**src/rtl/img_readout_framer_pkg.sv**
```systemverilog
// Shared types and helpers for the image readout framer.
package img_readout_framer_pkg;

    typedef enum logic [2:0] {
        ST_IDLE     = 3'd0,
        ST_HEADER   = 3'd1,
        ST_PIXELS   = 3'd2,
        ST_DRAIN    = 3'd3,
        ST_CHECKSUM = 3'd4,
        ST_PADDING  = 3'd5
    } state_e;

    // Checksum goes out as two words; B is sent before A.
    localparam int unsigned CsumWords     = 2;
    localparam bit          CsumHighFirst = 1'b1;

    // Bits needed to hold the values 0..n-1 (at least one bit).
    function automatic int unsigned reg_width(input int unsigned n);
        return (n < 2) ? 1 : int'($clog2(n));
    endfunction

    // Pixels emitted per frame for the given mode.
    function automatic int unsigned kept_pixel_count(input int unsigned w, input int unsigned h,
                                                     input int unsigned scale, input bit thumb);
        return thumb ? (2 * w / scale) * (2 * h / scale) : w * h;
    endfunction

endpackage

```
**src/rtl/img_framer_fletcher.sv**
```systemverilog
// Fletcher-2W running sums with end-around-carry adders.
module img_framer_fletcher #(
    parameter int unsigned W = 16
) (
    input  logic         clk,
    input  logic         rst,
    input  logic         clr,
    input  logic         en,
    input  logic [W-1:0] word,
    output logic [W-1:0] sum_a,
    output logic [W-1:0] sum_b
);

    // One's-complement style add modulo 2^W-1, all-ones folded to zero.
    function automatic logic [W-1:0] eac(input logic [W-1:0] x, input logic [W-1:0] y);
        logic [W:0]   s;
        logic [W-1:0] r;
        s = {1'b0, x} + {1'b0, y};
        r = s[W-1:0] + W'(s[W]);
        return (r == '1) ? '0 : r;
    endfunction

    logic [W-1:0] a_nxt;
    logic [W-1:0] b_nxt;

    assign a_nxt = eac(sum_a, word);
    assign b_nxt = eac(sum_b, a_nxt);

    // Sum registers: clear on frame start, update on each summed fire.
    always_ff @(posedge clk) begin
        if (rst) begin
            sum_a <= '0;
            sum_b <= '0;
        end else if (clr) begin
            sum_a <= '0;
            sum_b <= '0;
        end else if (en) begin
            sum_a <= a_nxt;
            sum_b <= b_nxt;
        end
    end

endmodule

```
**src/rtl/img_readout_framer.sv**
```systemverilog
// Frames RAM read data into header + pixels + checksum + padding for the host FIFO.
module img_readout_framer
    import img_readout_framer_pkg::*;
#(
    parameter int unsigned WordWidth        = 16,
    parameter int unsigned ImgWidth         = 2304,
    parameter int unsigned ImgHeight        = 1296,
    parameter int unsigned ThumbScale       = 8,
    parameter int unsigned HeaderWordCount  = 8,
    parameter int unsigned PaddingWordCount = 42
) (
    input  logic                 clk,
    input  logic                 rst,
    input  logic                 cmd_start,
    input  logic                 cmd_thumb,
    input  logic [((HeaderWordCount > 0) ? HeaderWordCount : 1)*WordWidth-1:0] cmd_header,
    input  logic                 src_ready,
    output logic                 src_trigger,
    input  logic [WordWidth-1:0] src_data,
    output logic                 src_stop,
    output logic                 out_ready,
    input  logic                 out_trigger,
    output logic [WordWidth-1:0] out_data,
    output logic                 out_last,
    output logic                 status_busy,
    output logic                 status_done
);

    localparam int unsigned HdrWords = (HeaderWordCount > 0) ? HeaderWordCount : 1;
    localparam int unsigned HdrBits  = HdrWords * WordWidth;
    localparam int unsigned PixTotal = ImgWidth * ImgHeight;
    localparam int unsigned XW       = reg_width(ImgWidth);
    localparam int unsigned YW       = reg_width(ImgHeight);
    localparam int unsigned RemW     = reg_width(PixTotal + 1);
    localparam int unsigned SubW     = reg_width(ThumbScale);
    localparam int unsigned CntMax0  = (HdrWords > PaddingWordCount) ? HdrWords : PaddingWordCount;
    localparam int unsigned CntMax   = (CntMax0 > CsumWords) ? CntMax0 : CsumWords;
    localparam int unsigned CntW     = reg_width(CntMax);

    state_e                 state_q, state_d;
    logic [HdrBits-1:0]     hdr_q, hdr_d;
    logic [2*WordWidth-1:0] csum_q, csum_d;
    logic                   thumb_q, thumb_d;
    logic                   out_sum_q, out_sum_d;
    logic [CntW-1:0]        cnt_q, cnt_d;
    logic [XW-1:0]          x_q, x_d;
    logic [YW-1:0]          y_q, y_d;
    logic [RemW-1:0]        rem_q, rem_d;
    logic [WordWidth-1:0]   out_data_d;
    logic                   out_ready_d, out_last_d, busy_d, done_d, stop_d;
    logic                   load_ok, fire, keep, consume, fl_clr, fl_en;
    logic [WordWidth-1:0]   sum_a, sum_b;

    assign load_ok     = !out_ready || out_trigger;
    assign fire        = out_ready && out_trigger;
    assign keep        = !thumb_q ||
                         (({1'b0, x_q[SubW-1:0]} < (SubW+1)'(2)) &&
                          ({1'b0, y_q[SubW-1:0]} < (SubW+1)'(2)));
    assign src_trigger = (state_q == ST_PIXELS) && (rem_q != '0) && (!keep || load_ok);
    assign consume     = src_trigger && src_ready;
    assign fl_en       = fire && out_sum_q;

    img_framer_fletcher #(.W(WordWidth)) u_fletcher (
        .clk   (clk),
        .rst   (rst),
        .clr   (fl_clr),
        .en    (fl_en),
        .word  (out_data),
        .sum_a (sum_a),
        .sum_b (sum_b)
    );

    // Next-state, counters and holding-register loads.
    always_comb begin
        state_d     = state_q;
        hdr_d       = hdr_q;
        csum_d      = csum_q;
        thumb_d     = thumb_q;
        cnt_d       = cnt_q;
        x_d         = x_q;
        y_d         = y_q;
        rem_d       = rem_q;
        out_data_d  = out_data;
        out_ready_d = out_ready && !out_trigger;
        out_last_d  = fire ? 1'b0 : out_last;
        out_sum_d   = out_sum_q;
        busy_d      = status_busy && !(fire && out_last);
        done_d      = fire && out_last;
        stop_d      = 1'b0;
        fl_clr      = 1'b0;

        case (state_q)
            ST_IDLE: begin
                if (cmd_start && !status_busy) begin
                    hdr_d   = cmd_header;
                    thumb_d = cmd_thumb;
                    cnt_d   = '0;
                    x_d     = '0;
                    y_d     = '0;
                    rem_d   = RemW'(PixTotal);
                    fl_clr  = 1'b1;
                    busy_d  = 1'b1;
                    state_d = (HeaderWordCount > 0) ? ST_HEADER : ST_PIXELS;
                end
            end
            ST_HEADER: begin
                if (load_ok) begin
                    out_ready_d = 1'b1;
                    out_data_d  = hdr_q[HdrBits-1 -: WordWidth];
                    out_last_d  = 1'b0;
                    out_sum_d   = 1'b1;
                    hdr_d       = hdr_q << WordWidth;
                    cnt_d       = cnt_q + CntW'(1);
                    if (cnt_q == CntW'(HeaderWordCount - 1)) begin
                        cnt_d   = '0;
                        state_d = ST_PIXELS;
                    end
                end
            end
            ST_PIXELS: begin
                if (consume) begin
                    rem_d = rem_q - RemW'(1);
                    if (x_q == XW'(ImgWidth - 1)) begin
                        x_d = '0;
                        y_d = (y_q == YW'(ImgHeight - 1)) ? '0 : y_q + YW'(1);
                    end else begin
                        x_d = x_q + XW'(1);
                    end
                    if (keep) begin
                        out_ready_d = 1'b1;
                        out_data_d  = src_data;
                        out_last_d  = 1'b0;
                        out_sum_d   = 1'b1;
                    end
                    if (rem_q == RemW'(1)) begin
                        stop_d  = 1'b1;
                        state_d = ST_DRAIN;
                    end
                end
            end
            ST_DRAIN: begin
                if (!out_ready) begin
                    csum_d  = CsumHighFirst ? {sum_b, sum_a} : {sum_a, sum_b};
                    cnt_d   = '0;
                    state_d = ST_CHECKSUM;
                end
            end
            ST_CHECKSUM: begin
                if (load_ok) begin
                    out_ready_d = 1'b1;
                    out_data_d  = csum_q[2*WordWidth-1 -: WordWidth];
                    out_last_d  = (cnt_q == CntW'(CsumWords - 1)) && (PaddingWordCount == 0);
                    out_sum_d   = 1'b0;
                    csum_d      = csum_q << WordWidth;
                    cnt_d       = cnt_q + CntW'(1);
                    if (cnt_q == CntW'(CsumWords - 1)) begin
                        cnt_d   = '0;
                        state_d = (PaddingWordCount > 0) ? ST_PADDING : ST_IDLE;
                    end
                end
            end
            ST_PADDING: begin
                if (load_ok) begin
                    out_ready_d = 1'b1;
                    out_data_d  = '0;
                    out_last_d  = (cnt_q == CntW'(PaddingWordCount - 1));
                    out_sum_d   = 1'b0;
                    cnt_d       = cnt_q + CntW'(1);
                    if (cnt_q == CntW'(PaddingWordCount - 1)) begin
                        cnt_d   = '0;
                        state_d = ST_IDLE;
                    end
                end
            end
            default: state_d = ST_IDLE;
        endcase
    end

    // State and output registers; reset aborts any frame in progress.
    always_ff @(posedge clk) begin
        if (rst) begin
            state_q     <= ST_IDLE;
            hdr_q       <= '0;
            csum_q      <= '0;
            thumb_q     <= 1'b0;
            out_sum_q   <= 1'b0;
            cnt_q       <= '0;
            x_q         <= '0;
            y_q         <= '0;
            rem_q       <= '0;
            out_data    <= '0;
            out_ready   <= 1'b0;
            out_last    <= 1'b0;
            status_busy <= 1'b0;
            status_done <= 1'b0;
            src_stop    <= 1'b0;
        end else begin
            state_q     <= state_d;
            hdr_q       <= hdr_d;
            csum_q      <= csum_d;
            thumb_q     <= thumb_d;
            out_sum_q   <= out_sum_d;
            cnt_q       <= cnt_d;
            x_q         <= x_d;
            y_q         <= y_d;
            rem_q       <= rem_d;
            out_data    <= out_data_d;
            out_ready   <= out_ready_d;
            out_last    <= out_last_d;
            status_busy <= busy_d;
            status_done <= done_d;
            src_stop    <= stop_d;
        end
    end

endmodule

```
**config.mk**
```make
export PLATFORM = sky130hd
export DESIGN_NAME = img_readout_framer
export DESIGN_NICKNAME = d
export VERILOG_FILES = /design/src/rtl/img_readout_framer_pkg.sv /design/src/rtl/img_framer_fletcher.sv /design/src/rtl/img_readout_framer.sv
export SDC_FILE = /design/constraint.sdc
export NUM_CORES = 1
export LEC_CHECK = 0
export ABC_AREA = 1
export CAP_MARGIN = 20
export CORE_MARGIN = 2
export CORE_UTILIZATION = 35
export DETAILED_ROUTE_END_ITERATION = 16
export GPL_TIMING_DRIVEN = 0
export SETUP_SLACK_MARGIN = 0.3
export SYNTH_ARGS = -nofsm -noshare
export SYNTH_HDL_FRONTEND = slang
export SYNTH_SLANG_ARGS = --single-unit
```
**constraint.sdc**
```tcl
create_clock -name clk -period 15.1 [get_ports clk]
set_input_delay 3.02 -clock clk [delete_from_list [all_inputs] [get_ports clk]]
set_output_delay 3.02 -clock clk [all_outputs]
set_load 0.02 [all_outputs]
```
-- Word-level counts from Yosys, hierarchy flattened
Index checks and enable logic that the tools add are counted.
- output and inout port bits: 22
- register bits after elaboration: 269
- latch bits: 0
- memories: 0
- logic and storage cells: 162
- bits of input ports: 150
- RAM bits: 0
- bits in read-only memories: 0
- $add $sub $neg: 8
- multiplexer cells: 66
- shifts and indexed selects: 0
- reduce and logical (&&, ||, !) cells: 41
- equality and inequality tests: 26
- order comparisons: 2
- divide/modulo/power cells: 0
- bitwise logic cells: 2
- multipliers: 0
- operator list (operator ; number):
    128-bit two-way mux ; 2
    128-bit one-hot mux with 2 select lines ; 1
    16-bit two-way mux ; 7
    32-bit two-way mux ; 2
    16-bit one-hot mux with 4 select lines ; 1
    32-bit one-hot mux with 2 select lines ; 1
    6-bit two-way mux ; 8
    11-bit two-way mux ; 4
    22-bit two-way mux ; 2
    22-bit one-hot mux with 2 select lines ; 1
    12-bit two-way mux ; 3
    16-bit by 16-bit adder with 17-bit output ; 2
    16-bit by 1-bit adder with 16-bit output ; 2
    16-bit equality test (second input constant) ; 2
    3-bit two-way mux ; 10
    6-bit one-hot mux with 5 select lines ; 1
    12-bit one-hot mux with 2 select lines ; 1
    22-bit by 1-bit equality test with 1-bit output (second input constant) ; 1
    11-bit one-hot mux with 2 select lines ; 1
    22-bit nonzero test ; 1
    22-bit by 1-bit subtractor with 22-bit output (second input constant) ; 1
    2-bit inequality test (second input constant) ; 10
    3-bit one-hot mux with 6 select lines ; 1
    1-bit two-way mux ; 17
    32 further kinds ; 63

-- Longest topological paths before layout
- word-level depth: 9
- depth in mapped cells: 57

-- Modules after synthesis
A second synthesis with hierarchy kept.
- cell total of the unflattened synthesis: 2435
- area total of the unflattened synthesis: 15775.1 µm²
- by module, submodules not included (module ; area an instance (µm²) ; cells each ; seq. area each (µm²) ; times used):
    img_readout_framer ; 11202.0 ; 1624 ; 4744.6 ; 1
    img_framer_fletcher ; 4573.1 ; 811 ; 640.6 ; 1

-- Worst setup path before layout
Ideal clock, no wire load.
- kind: input to output
- from: input out_trigger
- to: output src_trigger
- cell stages on the path: 3
- slack: 8.517 ns
- arrival time: 3.563 ns
- buffers on the path: 0
- cells stage by stage: nor2_1 -> a21oi_1 -> and2_1
- cells in the longest elaborated chain, start to end: 3
- ends and longest elaborated chain (element ; line ; text):
    start: declaration ; img_readout_framer.sv:22 ; input logic out_trigger,
    1-bit logical OR ; img_readout_framer.sv:54 ; assign load_ok = !out_ready || out_trigger;
    1-bit logical OR ; img_readout_framer.sv:59 ; assign src_trigger = (state_q == ST_PIXELS) && (rem_q != '0) && (!keep || load_ok);
    1-bit logical AND ; img_readout_framer.sv:59 ;
    end: declaration ; img_readout_framer.sv:18 ; output logic src_trigger,
Every way passes these cells.

-- Final worst setup path
Same ends and word-level chain as after synthesis.

==> flow_summary.ini <==
[critical_path]
regToRegSetupSlack_ns = 7.58
worst_setup_path_end_kind = output pin
worstReg2RegEnd = u_fletcher.sum_b[11]
crit_fanout = 5
worstSetupStartpointType = input pin
cp_data_required_time_ns = 12.08
crit_arrival_ns = 4.75
criticalPathCategory = in2out
rr_worst_depth = 53
rr_startpoint = u_fletcher.sum_a[0]

[global_routing]
grt_use_met3 = 0.0350
grtUsageTotal = 0.227
grt_util_met1 = 0.301
grt_overflow = 0
grt_pass1_wl_um = 81200
first_global_vias = 15300
antenna_found_initial = 3
grt_max_degree = 15
grt-busiest-layer = met2
use_met2 = 0.386

[timing]
setup-tns-final_ns = 0
post-route-period-util = 0.515
worst_pin_slew_ns = 0.790
max_clock_freq_mhz = 129
min_period_ns = 7.77
whs_ns = 0.460
slew_viol_final = 0
setup_viol = 0
rsz0062_at_grt = false
hold_violations = 0
maxSlewHeadroom = 0.473
fin_worst_skew_ns = 0.0108

[place]
hpwl_um = 41800
gp_congestion = 0.935
dp.cells = 3098
io_buffers = 170

[layout]
seq_area_sq_mm = 0.00539
stdcell_count = 3155
synthToLayoutAreaGrowth_pct = 22.9
multiInputGateArea_sq_mm = 0.00853
final.fill_count = 4514
final_nets = 2740
drive_above_1_share = 0.0592

[synthesis]
synth_area_sq_mm = 0.0153
synth_nets = 2537
synth_top_family_by_area = simple AND/OR/NAND/NOR gates
synth-xor-area-share = 0.00803
synthCells = 2343
synth_compound_area_frac = 0.190
post_synth_fa_ha_maj_area_fraction = 0.0370
yosysWarnings = 0
ys_seq_area_frac = 0.353
ys_seq_elements = 269
synthMuxAreaShare = 0
synth_cell_types = 42
synth_simple_gate_area_frac = 0.324
syn_avg_cell_area_sq_um = 6.52

[power_and_ir_drop]
leakage_nw = 7.81
powerDensity_mw_per_mm2 = 187
ir_drop_mv = 0.0932
swShare = 0.451
clkPwrFrac = 0.223
power_frac_seq = 0.302
switchingPower_mw = 1.59
intPower_mw = 1.93
pwr-share-comb = 0.475

[routing]
viasPerCell = 5.03
wl_per_cell_um = 16.4
drt_pass1_iterations = 7
drtAntennaViolNets = 0
via_count = 15900
drt-total-wl_um = 51800
initialDrtViolationCount = 974
drc_errors = 0

[clock_network]
insertion_delay_ns = 0.57
cts-root-buf = clkbuf_16
cts_resized = 0
numCtsBuffers = 31
numClockSinks = 269
cts_tree = yes
htreeDepth = 1
cts_buffer_depth = 3
clk_pin_slew_ns = 0.06
cts_hold_buf = 0
post_cts_buffers = 0

[floorplan]
fp.dieArea_sq_mm = 0.0453
die_y_um = 213
start_util = 0.355
rows = 76
core_sq_mm = 0.0431
io_pins = 172
die_x_um = 213

[job]
drv_cap = 0

[worst_hold_path]
worst_hold_path_type = reg2reg
holdPathEnd = x_q[7]
min_from = x_q[7]
whs_path_depth = 2

[run_status]
status = finished clean
## cells in the mapped netlist
master / instances / share of area
a22o_1: 1 / 0.00057
nand2_1: 615 / 0.15
o211a_1: 1 / 0.00066
or2_2: 2 / 0.00082
nor3_4: 1 / 0.0011
clkinv_1: 1 / 0.00025
nand3_1: 102 / 0.033
o211ai_1: 1 / 0.00049
a21oi_2: 11 / 0.0063
nor3_1: 19 / 0.0062
a21oi_1: 358 / 0.12
buf_1: 14 / 0.0034
buf_12: 1 / 0.0013
nor3b_1: 2 / 0.00098
xnor2_1: 3 / 0.0017
inv_2: 26 / 0.0064
nand4_4: 1 / 0.0014
ha_1: 42 / 0.034
nor2_4: 9 / 0.0066
o21bai_1: 4 / 0.0020
nand2_4: 16 / 0.012
o31ai_1: 3 / 0.0015
buf_2: 2 / 0.00066
and3_1: 1 / 0.00041
o21ai_0: 72 / 0.024
nor2_1: 281 / 0.069
dfxtp_1: 269 / 0.35
inv_1: 213 / 0.052
nand2_2: 17 / 0.0070
a211oi_1: 52 / 0.026
a31oi_1: 6 / 0.0025
buf_6: 1 / 0.00074
nor2_2: 5 / 0.0020
nand4_1: 25 / 0.010
nor4_1: 7 / 0.0029
xor2_1: 11 / 0.0063
a221oi_1: 17 / 0.0097
clkbuf_1: 95 / 0.023
fa_1: 2 / 0.0026
nand3b_1: 20 / 0.0098
and2_1: 2 / 0.00082
nand3_2: 12 / 0.0079
## worst max path at each step
stage,startpoint,to,slack [ns],cells past startpoint
floorplan,out_trigger,src_trigger,8.52,3
global placement,out_trigger,src_trigger,7.35,5
detailed placement,out_trigger,src_trigger,7.34,5
CTS,out_trigger,src_trigger,7.34,5
global route,u_fletcher.sum_a[0],u_fletcher.sum_b[6],6.72,53
finish,out_trigger,src_trigger,7.33,5
## per-stage QoR
stage	instance area (sq um)	setup WS [ns]	total power, mW	util
6_report	18800	7.33	3.52	0.436
5_1_grt	18800	6.72	3.78	0.436
4_1_cts	18800	7.34	3.52	0.436
3_5_place_dp	17700	7.34	2.72	0.411
3_3_place_gp	17700	7.35	2.69	0.411
2_1_floorplan	15300	8.52	2.18	-
## registers in the layout (all words and copies together) (netlist names)
| signal | count |
|---|---|
| hdr_q | 128 |
| csum_q | 32 |
| rem_q | 22 |
| out_data | 16 |
| u_fletcher.sum_a | 16 |
| u_fletcher.sum_b | 16 |
| x_q | 12 |
| y_q | 11 |
| cnt_q | 6 |
| state_q | 3 |
| out_last | 1 |
| out_ready | 1 |
| out_sum_q | 1 |
| src_stop | 1 |
| status_busy | 1 |
| status_done | 1 |
| thumb_q | 1 |
## critical path, stage by stage
cell,delay (ns)
clkdlybuf4s50_1,0.50
nor2_1,0.34
a21oi_1,0.14
and2_1,0.21
clkdlybuf4s50_1,0.54
## layout make-up
cell class / instances / share of cell area
multi-input combinational: 1721 / 0.455
sequential: 269 / 0.287
timing repair buffer: 170 / 0.0906
clock buffer: 49 / 0.0508
inverter: 240 / 0.0480
tap: 585 / 0.0390
buffer: 113 / 0.0240
clock inverter: 6 / 0.00580
antenna: 2 / 0.000267
## layer usage
| layer | share of wire | wire length, um |
|---|---|---|
| met5 | 0 | 0 |
| met4 | 0.020 | 1050 |
| met3 | 0.062 | 3190 |
| met2 | 0.46 | 23800 |
| met1 | 0.46 | 23800 |
## cells in the final DEF, fill, tap and decap left out, types with 3 or more instances in the layout
| cell | Yosys | layout |
|---|---|---|
| o21ai_0 | 72 | 72 |
| nand2_1 | 615 | 615 |
| inv_2 | 26 | 26 |
| a31oi_1 | 6 | 6 |
| nand3_2 | 12 | 12 |
| xor2_1 | 11 | 11 |
| nor2_2 | 5 | 5 |
| nand4_1 | 25 | 25 |
| o21bai_1 | 4 | 4 |
| clkbuf_1 | 95 | 102 |
| nand3_1 | 102 | 102 |
| a221oi_1 | 17 | 17 |
| inv_1 | 213 | 213 |
| nand2_2 | 17 | 17 |
| o31ai_1 | 3 | 3 |
| ha_1 | 42 | 42 |
| a21oi_2 | 11 | 11 |
| a211oi_1 | 52 | 52 |
| buf_1 | 14 | 14 |
| nor4_1 | 7 | 7 |
| nand3b_1 | 20 | 20 |
| nor2_4 | 9 | 9 |
| dfxtp_1 | 269 | 269 |
| nor2_1 | 281 | 281 |
| bufinv_16 | 0 | 3 |
| clkbuf_8 | 0 | 11 |
| clkbuf_16 | 0 | 31 |
| nor3_1 | 19 | 19 |
| clkdlybuf4s50_1 | 0 | 170 |
| xnor2_1 | 3 | 3 |
| a21oi_1 | 358 | 358 |
| nand2_4 | 16 | 16 |
## power by group through the flow
stage / registers, mW / logic (mW) / clock network [mW]
floorplan: 1.04 / 1.14 / 0
global placement: 1.07 / 1.62 / 0
detailed placement: 1.07 / 1.65 / 0
CTS: 1.06 / 1.66 / 0.797
global route: 1.08 / 1.87 / 0.825
finish: 1.06 / 1.67 / 0.786
## logic make-up after synthesis
kind of cell    after synthesis
xor+xnor                     14
fa+ha+maj                    44
buf+inv                     353
simple gates               1137
compound gates              526
flops                       269
(Power assumes the default switching activity.)
==> RTL change (same flow settings) <==
Register the output `status_done` once more, cleared by the reset; this adds one clock of latency there. The other outputs are not delayed to match.
--- a/src/rtl/img_readout_framer.sv
+++ b/src/rtl/img_readout_framer.sv
@@ -39,2 +39,4 @@
 
+    logic status_done_s0;
+
     state_e                 state_q, state_d;
@@ -194,3 +196,3 @@
             status_busy <= 1'b0;
-            status_done <= 1'b0;
+            status_done_s0 <= 1'b0;
             src_stop    <= 1'b0;
@@ -210,3 +212,3 @@
             status_busy <= busy_d;
-            status_done <= done_d;
+            status_done_s0 <= done_d;
             src_stop    <= stop_d;
@@ -215,2 +217,10 @@
 
+    always_ff @(posedge clk) begin
+        if (rst) begin
+            status_done <= '0;
+        end else begin
+            status_done <= status_done_s0;
+        end
+    end
+
 endmodule
Behaviour: no difference found for any inputs over 4 cycles, from zero or initial values and one cycle with rst high; that may be too few to reach the edited logic, so the function may still have changed.
==> RTL change against the unedited design <==
Clock power shrank 5.5%. First-iteration DRC count grew 2.2%. Design area grew 0.15%. Die area grew 0.55%. Via count grew 0.69%. Synthesized area grew 0.57%. Clock skew grew 2.0 ps. Worst setup slack gained 39 ps. Sequential cell count grew 1. Routed wire length shrank 1.1%. Core utilization is essentially flat. Total power grew 0.99%.
==> RTL change: results (changes against the unedited design) <==
| Metric | Value |
|---|---|
| Hold_sp | `status_done_s0` |
| CP arrival | `4710 ps (-40 ps)` |
| Met2 Use GR | `0.364 (-0.0214)` |
| Syn Nets | `2543 (+0.24%)` |
| Clock buffer count from CTS | `30 (-3.2%)` |
| Detail Placement HPWL | `41.1 mm (-1.6%)` |
| Max-slew headroom | `0.382 (-0.0906)` |
| Met1 Use GR | `0.301 (+0.000396)` |
| Sequential share of cell area | `0.288 (+0.000627)` |
| M1 WL | `23.5 mm (-1.5%)` |
| Worst vdd ir | `104 uV (+11%)` |
| Clock-cell share of area | `0.0536 (-0.00301)` |
| #MultiIn Comb | `1750 (+1.7%)` |
| LEAKAGE | `7.80 nW (-0.20%)` |
| Via count of the first global-routing pass | `15500 (+1.0%)` |
| Clock Buffer Count | `44 (-10%)` |
| Worst Hold Endpoint | `status_done` |
| Top post-synthesis cells by area | `dfxtp_1, nand2_1, a21oi_1, nor2_1, inv_1` |
| Diode count | `1 (-1)` |
| Post-route cell area | `18800 um^2 (+0.15%)` |
| Met3 wire len | `3.98 mm (+25%)` |
| Max FO, Critical Path | `4 (-1)` |
| Top post-synthesis cells by count | `nand2_1, a21oi_1, nor2_1` |
| Buffering overhead | `0.116 (+0.00175)` |
| 1st-iter DRT viols | `995 (+2.2%)` |
| Clock Power Share | `0.209 (-0.014)` |
| Comb power | `0.00174 W (+4%)` |
| First-pass GRT wire length | `80.7 mm (-0.63%)` |
| Fraction of area in multi-input gates | `0.460 (+0.00510)` |
| Reg2Reg Launch Point | `out_data[0]` |
| Adder-cell area share of the yosys netlist | `0.0368 (-0.000208)` |
| Status | `completed` |
==> RTL change: cell types whose count changed in the layout (fill, tap and decap cells not counted), sizes merged, moves of 9 or more <==
| cell | before | now |
|---|---|---|
| inv | 239 | 216 |
| nand3b | 20 | 7 |
| nor3 | 20 | 31 |
| a211oi | 52 | 27 |
| a22oi | 0 | 9 |
| buf | 18 | 41 |
| a221oi | 17 | 8 |
| nand2 | 648 | 678 |
| nand4 | 26 | 45 |
| clkbuf | 144 | 113 |
==> RTL change: cell families after synthesis <==
logic type | after synthesis
adders and majority gates | 44
AOI/OAI and AO/OA | 509
buffers and inverters | 329
DFF | 270
xor gates and xnor gates | 14
and+or+nand+nor | 1183
==> RTL change: metrics by stage <==
step	instances	util	setup slack, ps	hold WS (ps)
2_1_floorplan	2349	-	8560	388
3_3_place_gp	3104	0.412	7390	444
3_5_place_dp	3104	0.412	7380	433
4_1_cts	3158	0.435	7370	451
5_1_grt	3158	0.435	6800	480
6_report	3159	0.435	7370	457
